--- src/rtl/counter_pkg.sv ---
// Shared mode encodings and saturation-bound helper for the up/down counter core.
package counter_pkg;

    localparam logic [1:0] MODE_ALL  = 2'b00;
    localparam logic [1:0] MODE_EVEN = 2'b01;
    localparam logic [1:0] MODE_ODD  = 2'b10;
    localparam logic [1:0] MODE_STEP = 2'b11;

    // LSB of the mode max (upper=1) or min (upper=0); the remaining bits are
    // all ones for the max and all zeros for the min.
    function automatic logic limit_lsb(input logic [1:0] mode, input logic upper);
        if (upper) begin
            return (mode != MODE_EVEN);
        end
        return (mode == MODE_ODD);
    endfunction

endpackage

--- src/rtl/cnt_prescaler.sv ---
// Clock-enable prescaler: one tick every 2^(PRE_SHIFT*freq_sel) enabled cycles,
// restarted by a clear strobe or by any change of freq_sel.
module cnt_prescaler #(
    parameter int PRE_SHIFT = 1
) (
    input  logic       clk,
    input  logic       reset,
    input  logic       en,
    input  logic [2:0] freq_sel,
    input  logic       clear,
    output logic       tick
);

    localparam int PRE_W = 7 * PRE_SHIFT;

    logic [PRE_W-1:0] cnt_q, cnt_d;
    logic [2:0]       fs_q, fs_d;
    logic [PRE_W:0]   one_hot;
    logic [PRE_W-1:0] limit;
    logic             changed;

    // NOTE: every signal written here gets a value before any branch, so no latch is inferred.
    always_comb begin
        fs_d    = freq_sel;
        changed = (freq_sel != fs_q);
        one_hot = (PRE_W+1)'(1) << (PRE_SHIFT * int'(fs_q));
        limit   = PRE_W'(one_hot - (PRE_W+1)'(1));
        tick    = en && !clear && !changed && (cnt_q == limit);
        cnt_d   = cnt_q;
        if (clear || changed) begin
            cnt_d = '0;
        end else if (en) begin
            cnt_d = (cnt_q == limit) ? '0 : cnt_q + PRE_W'(1);
        end
    end

    // NOTE: state registers use non-blocking assignments so all flops update together.
    always_ff @(posedge clk) begin
        if (reset) begin
            cnt_q <= '0;
            fs_q  <= freq_sel;
        end else begin
            cnt_q <= cnt_d;
            fs_q  <= fs_d;
        end
    end

endmodule

--- src/rtl/counter_ud_mode_presc.sv ---
// N-bit up/down counter with all/even/odd/step modes, prescaled enable, load, tc and invert.
// Define CNT_SAT_EN to clamp at the mode limits instead of wrapping modulo 2^N.
module counter_ud_mode_presc
    import counter_pkg::*;
#(
    parameter int N         = 8,
    parameter int PRE_SHIFT = 1
) (
    input  logic         clk,
    input  logic         reset,
    input  logic         en,
    input  logic         ud,
    input  logic [1:0]   mode,
    input  logic [N-1:0] step_val,
    input  logic [2:0]   freq_sel,
    input  logic         load,
    input  logic [N-1:0] load_val,
    input  logic         inv,
    output logic [N-1:0] q,
    output logic         tc,
    output logic         tick
);

    logic [N-1:0] cnt_q, cnt_d;
    logic         tc_q, tc_d;
    logic         tick_q, tick_d;
    logic         presc_tick;
    logic [N-1:0] delta;
    logic [N:0]   sum;
    logic         wrap;
    logic [N-1:0] stepped;

    cnt_prescaler #(.PRE_SHIFT(PRE_SHIFT)) u_presc (
        .clk      (clk),
        .reset    (reset),
        .en       (en),
        .freq_sel (freq_sel),
        .clear    (load),
        .tick     (presc_tick)
    );

    always_comb begin
        case (mode)
            MODE_ALL:  delta = N'(1);
            MODE_EVEN: delta = cnt_q[0] ? N'(1) : N'(2);
            MODE_ODD:  delta = cnt_q[0] ? N'(2) : N'(1);
            default:   delta = step_val;
        endcase

        // The extra MSB carries out (up) or borrows (down) exactly when the step leaves 0..2^N-1.
        sum  = ud ? ({1'b0, cnt_q} + {1'b0, delta}) : ({1'b0, cnt_q} - {1'b0, delta});
        wrap = sum[N];

`ifdef CNT_SAT_EN
        if (wrap) begin
            stepped = ud ? {{(N-1){1'b1}}, limit_lsb(mode, 1'b1)}
                         : {{(N-1){1'b0}}, limit_lsb(mode, 1'b0)};
        end else begin
            stepped = sum[N-1:0];
        end
`else
        stepped = sum[N-1:0];
`endif

        cnt_d  = cnt_q;
        tc_d   = 1'b0;
        tick_d = 1'b0;
        if (load) begin
            cnt_d = load_val;
        end else if (presc_tick) begin
            cnt_d  = stepped;
            tc_d   = wrap;
            tick_d = 1'b1;
        end
    end

    always_ff @(posedge clk) begin
        if (reset) begin
            cnt_q  <= '0;
            tc_q   <= 1'b0;
            tick_q <= 1'b0;
        end else begin
            cnt_q  <= cnt_d;
            tc_q   <= tc_d;
            tick_q <= tick_d;
        end
    end

    assign q    = inv ? ~cnt_q : cnt_q;
    assign tc   = tc_q;
    assign tick = tick_q;

endmodule

--- config.mk ---
export PLATFORM = sky130hd
export DESIGN_NAME = counter_ud_mode_presc
export DESIGN_NICKNAME = d
export VERILOG_FILES = /design/src/rtl/counter_pkg.sv /design/src/rtl/cnt_prescaler.sv /design/src/rtl/counter_ud_mode_presc.sv
export SDC_FILE = /design/constraint.sdc
export NUM_CORES = 1
export LEC_CHECK = 0
export ABC_AREA = 1
export BUFFER_PORTS_ARGS = -buffer_cell sky130_fd_sc_hd__buf_4
export CORE_MARGIN = 2
export CORE_UTILIZATION = 40
export CTS_BUF_LIST = sky130_fd_sc_hd__clkbuf_4 sky130_fd_sc_hd__clkbuf_8
export DETAILED_ROUTE_END_ITERATION = 10
export GPL_TIMING_DRIVEN = 1
export SLEW_MARGIN = 20
export SYNTH_ARGS = -nofsm -noshare
export SYNTH_HDL_FRONTEND = slang
export SYNTH_SLANG_ARGS = --single-unit
export TNS_END_PERCENT = 20
--- constraint.sdc ---
create_clock -name clk -period 2.81 [get_ports clk]
set_input_delay 0.562 -clock clk [delete_from_list [all_inputs] [get_ports clk]]
set_output_delay 0.562 -clock clk [all_outputs]
set_load 0.005 [all_outputs]
==> results.py <==
metrics = {
    "floorplanning": {
        "start_util_pct": 42.23,
        "core_mm2": 0.004444,
        "die_h_um": 72.50,
        "dieArea_mm2": 0.005256,
        "die_width_um": 72.50,
        "ioPinCount": 37,
        "row_count": 24,
    },
    "placed_design": {
        "dpl_cell_area_mm2": 0.002268,
        "dp_cells": 381,
        "gp_congestion": 0.7842,
        "dp_slack_ns": -0.07622,
        "dpl.hpwl_um": 3432,
        "port_buffers": 36,
    },
    "setup_path": {
        "arrival_ns": 2.73,
        "criticalPathCategory": "primary input to flip-flop",
        "start_kind": "primary input",
        "crit_top_cell": "nand2_1",
        "crit_family": "simple AND/OR/NAND/NOR gates",
        "crit_chain": "buf_4 -> nand3b_1 -> nand2_1 -> a21oi_2 -> inv_1 -> ha_1 -> nand2_1 -> o21ai_0 -> xor2_1 -> ha_1 -> a21oi_1 -> o21a_1 -> nand3b_1 -> nand3_1 -> nand2_1 -> nor2_2 -> nor2_1",
        "worst-path-buf-inv": 2,
        "cp_max_fo": 3,
        "cp-end-kind": "flip-flop",
        "cp_slowest_cell": "ha_1",
        "slowest_delay_ns": 0.28,
        "crit_required_ns": 2.96,
    },
    "synth": {
        "syn_area_per_cell_um2": 6.562,
        "synthTopCellsByArea": "dfxtp_1 21%, nand2_1 16%, xor2_1 7.9%",
        "yosys_most_used_dff": "dfxtp_1",
        "synth_top_family_by_area": "simple AND/OR/NAND/NOR gates",
        "synth_cells": 286,
        "synthArstFlopShare_pct": 0,
        "synth_most_common_cell": "nand2_1",
        "synth_common_cells": "78 x nand2_1, 31 x inv_1, 27 x nor2_1",
        "ys_seq_area_share_pct": 21.33,
        "synth_area_mm2": 0.001877,
        "netlist-cell-type-count": 30,
        "yosys.area.top_type": "dfxtp_1",
        "syn-num-nets": 325,
        "synth_top_area_share_pct": 21.33,
        "synth_edf_count": 0,
        "synth_xor_area_share_pct": 12.07,
        "ys_ff_latch": 20,
        "synth-compound-area-share_pct": 7.267,
        "synthMuxAreaShare_pct": 0.5333,
        "ys_warn_count": 0,
        "synthSimpleGateAreaFrac_pct": 41.40,
        "synthAdderAreaFrac_pct": 8.400,
    },
    "layout": {
        "design_area_mm2": 0.002318,
        "fin_nets": 373,
        "area_growth_pct": 23.53,
        "post_route_cells_drive_above_1_share_pct": 24.40,
        "diodes": 0,
        "fillCellCount": 469,
        "layout.cells.non_filler": 384,
    },
    "drt": {
        "wirelength_um": 4090,
        "vias_per_cell": 4.721,
        "post-route-drc-count": 0,
        "vias": 1813,
        "drtIter0Drc": 64,
        "drtAntennaViolNets": 0,
        "post_drt_wl_per_cell_um": 10.65,
        "drt_pre_antenna_iters": 4,
    },
    "global_route": {
        "overflow": 0,
        "grt_pass1_vias": 1555,
        "grt_pass1_wl_um": 7017,
        "gr-usage-all-layers_pct": 16.71,
        "antenna_found_initial": 0,
        "grt_start_max_net_pins": 13,
    },
    "clocking": {
        "cts_sinks": 20,
        "numCtsBuffers": 3,
        "insertion_delay_ns": 0.25,
        "clkTransAtPathRegs_ns": 0.07,
        "clock_path_buffers": 2,
        "cts_tree": "yes",
        "cts_root_buffer": "clkbuf_8",
        "htreeDepth": 1,
        "postCtsSetupBuffers": 0,
    },
    "pwr": {
        "peakVddDrop_mv": 0.2636,
        "p_per_area_mw_per_mm2": 362.8,
        "power.leakage_nw": 1.187,
    },
    "timing": {
        "max_slew.worst_pin.slew_ns": 0.3426,
        "period_minus_slack_ns": 2.579,
        "fmax_mhz": 387.8,
        "worst_slack_ns": 0.2312,
        "period_share_pct": 91.77,
        "max_slew_margin_pct": 76.98,
        "finalMaxSlewViolations": 0,
        "setup_viol": 0,
        "holdWs_ns": 0.4254,
        "hold_violations": 0,
        "finClkSkew_ns": 0.002691,
        "rsz0062_at_grt": "no",
    },
    "run": {
        "max_cap_viol_count": 0,
    },
    "hold_path": {
        "hold_path.class": "primary input to flip-flop",
    },
    "status": {
        "outcome": "complete, no violations",
    },
}
repair_timing:
item	in CTS	in global routing
hold buffers	0	0
setup endpoints to repair	0	5
gates resized for setup	0	3
sequential cells by signal, summed over array words and instances (netlist names):
signal,count
tick,1
cnt_q,8
u_presc.cnt_q,7
u_presc.fs_q,3
tc,1
stage by stage:
stage	power [mW]	TNS, ns	utilization (%)
finish	0.8411	0	52.17
global route	0.9200	0	52.17
CTS	0.8528	0	51.97
detailed placement	0.6654	-0.1423	51.04
global placement	0.6644	-0.01906	51.04
floorplan	0.5391	0	-
metal layers:
metal / up-vias / global-route usage, % / part of all wire, %
li1: 1002 / - / -
met1: 773 / 26.18 / 55
met2: 36 / 24.16 / 40
met3: 2 / 3.333 / 4.5
met4: 0 / 1.852 / 0.29
met5: - / 0 / 0
placed cells by master (no fill, tap or decap), drive strengths merged:
| master | synthesis | layout |
|---|---|---|
| nand3 | 24 | 24 |
| dfxtp | 20 | 20 |
| nand3b | 9 | 9 |
| o21a | 1 | 1 |
| nor3 | 1 | 1 |
| nand4 | 5 | 5 |
| xnor2 | 7 | 7 |
| buf | 2 | 48 |
| clkbuf | 3 | 3 |
| a21oi | 16 | 16 |
| fa | 1 | 1 |
| ha | 11 | 11 |
| o21ai | 9 | 9 |
| inv | 34 | 34 |
| xor2 | 18 | 18 |
| nor2 | 34 | 34 |
| mux2i | 1 | 1 |
| or2 | 1 | 1 |
| nand2 | 89 | 89 |
cell type report:
class / instances / area, um^2 / area share, %
Clock buffer: 3 / 41.29 / 1.781
Inverter: 34 / 135.1 / 5.828
Multi-Input combinational cell: 227 / 1315 / 56.72
Sequential cell: 20 / 401.6 / 17.32
Tap cell: 52 / 65.06 / 2.806
Timing Repair Buffer: 48 / 360.3 / 15.54
power breakdown:
group	internal, mW	switching (mW)
combinational	0.167	0.181
sequential	0.297	0.0167
clock	0.0952	0.0851
total	0.559	0.282
worst paths after layout:
| check | start | to | slack, ns | depth (start not counted) |
|---|---|---|---|---|
| setup / recovery | mode[0] | cnt_q[7] | 0.23 | 17 |
| hold / removal | freq_sel[0] | u_presc.fs_q[0] | 0.43 | 1 |
| hold reg to reg | u_presc.cnt_q[6] | u_presc.cnt_q[6] | 0.49 | 2 |
| setup reg to reg | cnt_q[0] | cnt_q[6] | 0.27 | 17 |
cells by family after synthesis:
| group | count (synthesis) |
|---|---|
| AOI/OAI and AO/OA | 26 |
| xor gates and xnor gates | 25 |
| DFF | 20 |
| buffers and inverters | 39 |
| adders and majority gates | 12 |
| and+or+nand+nor | 163 |
| muxes | 1 |
(Power assumes the default switching activity.)
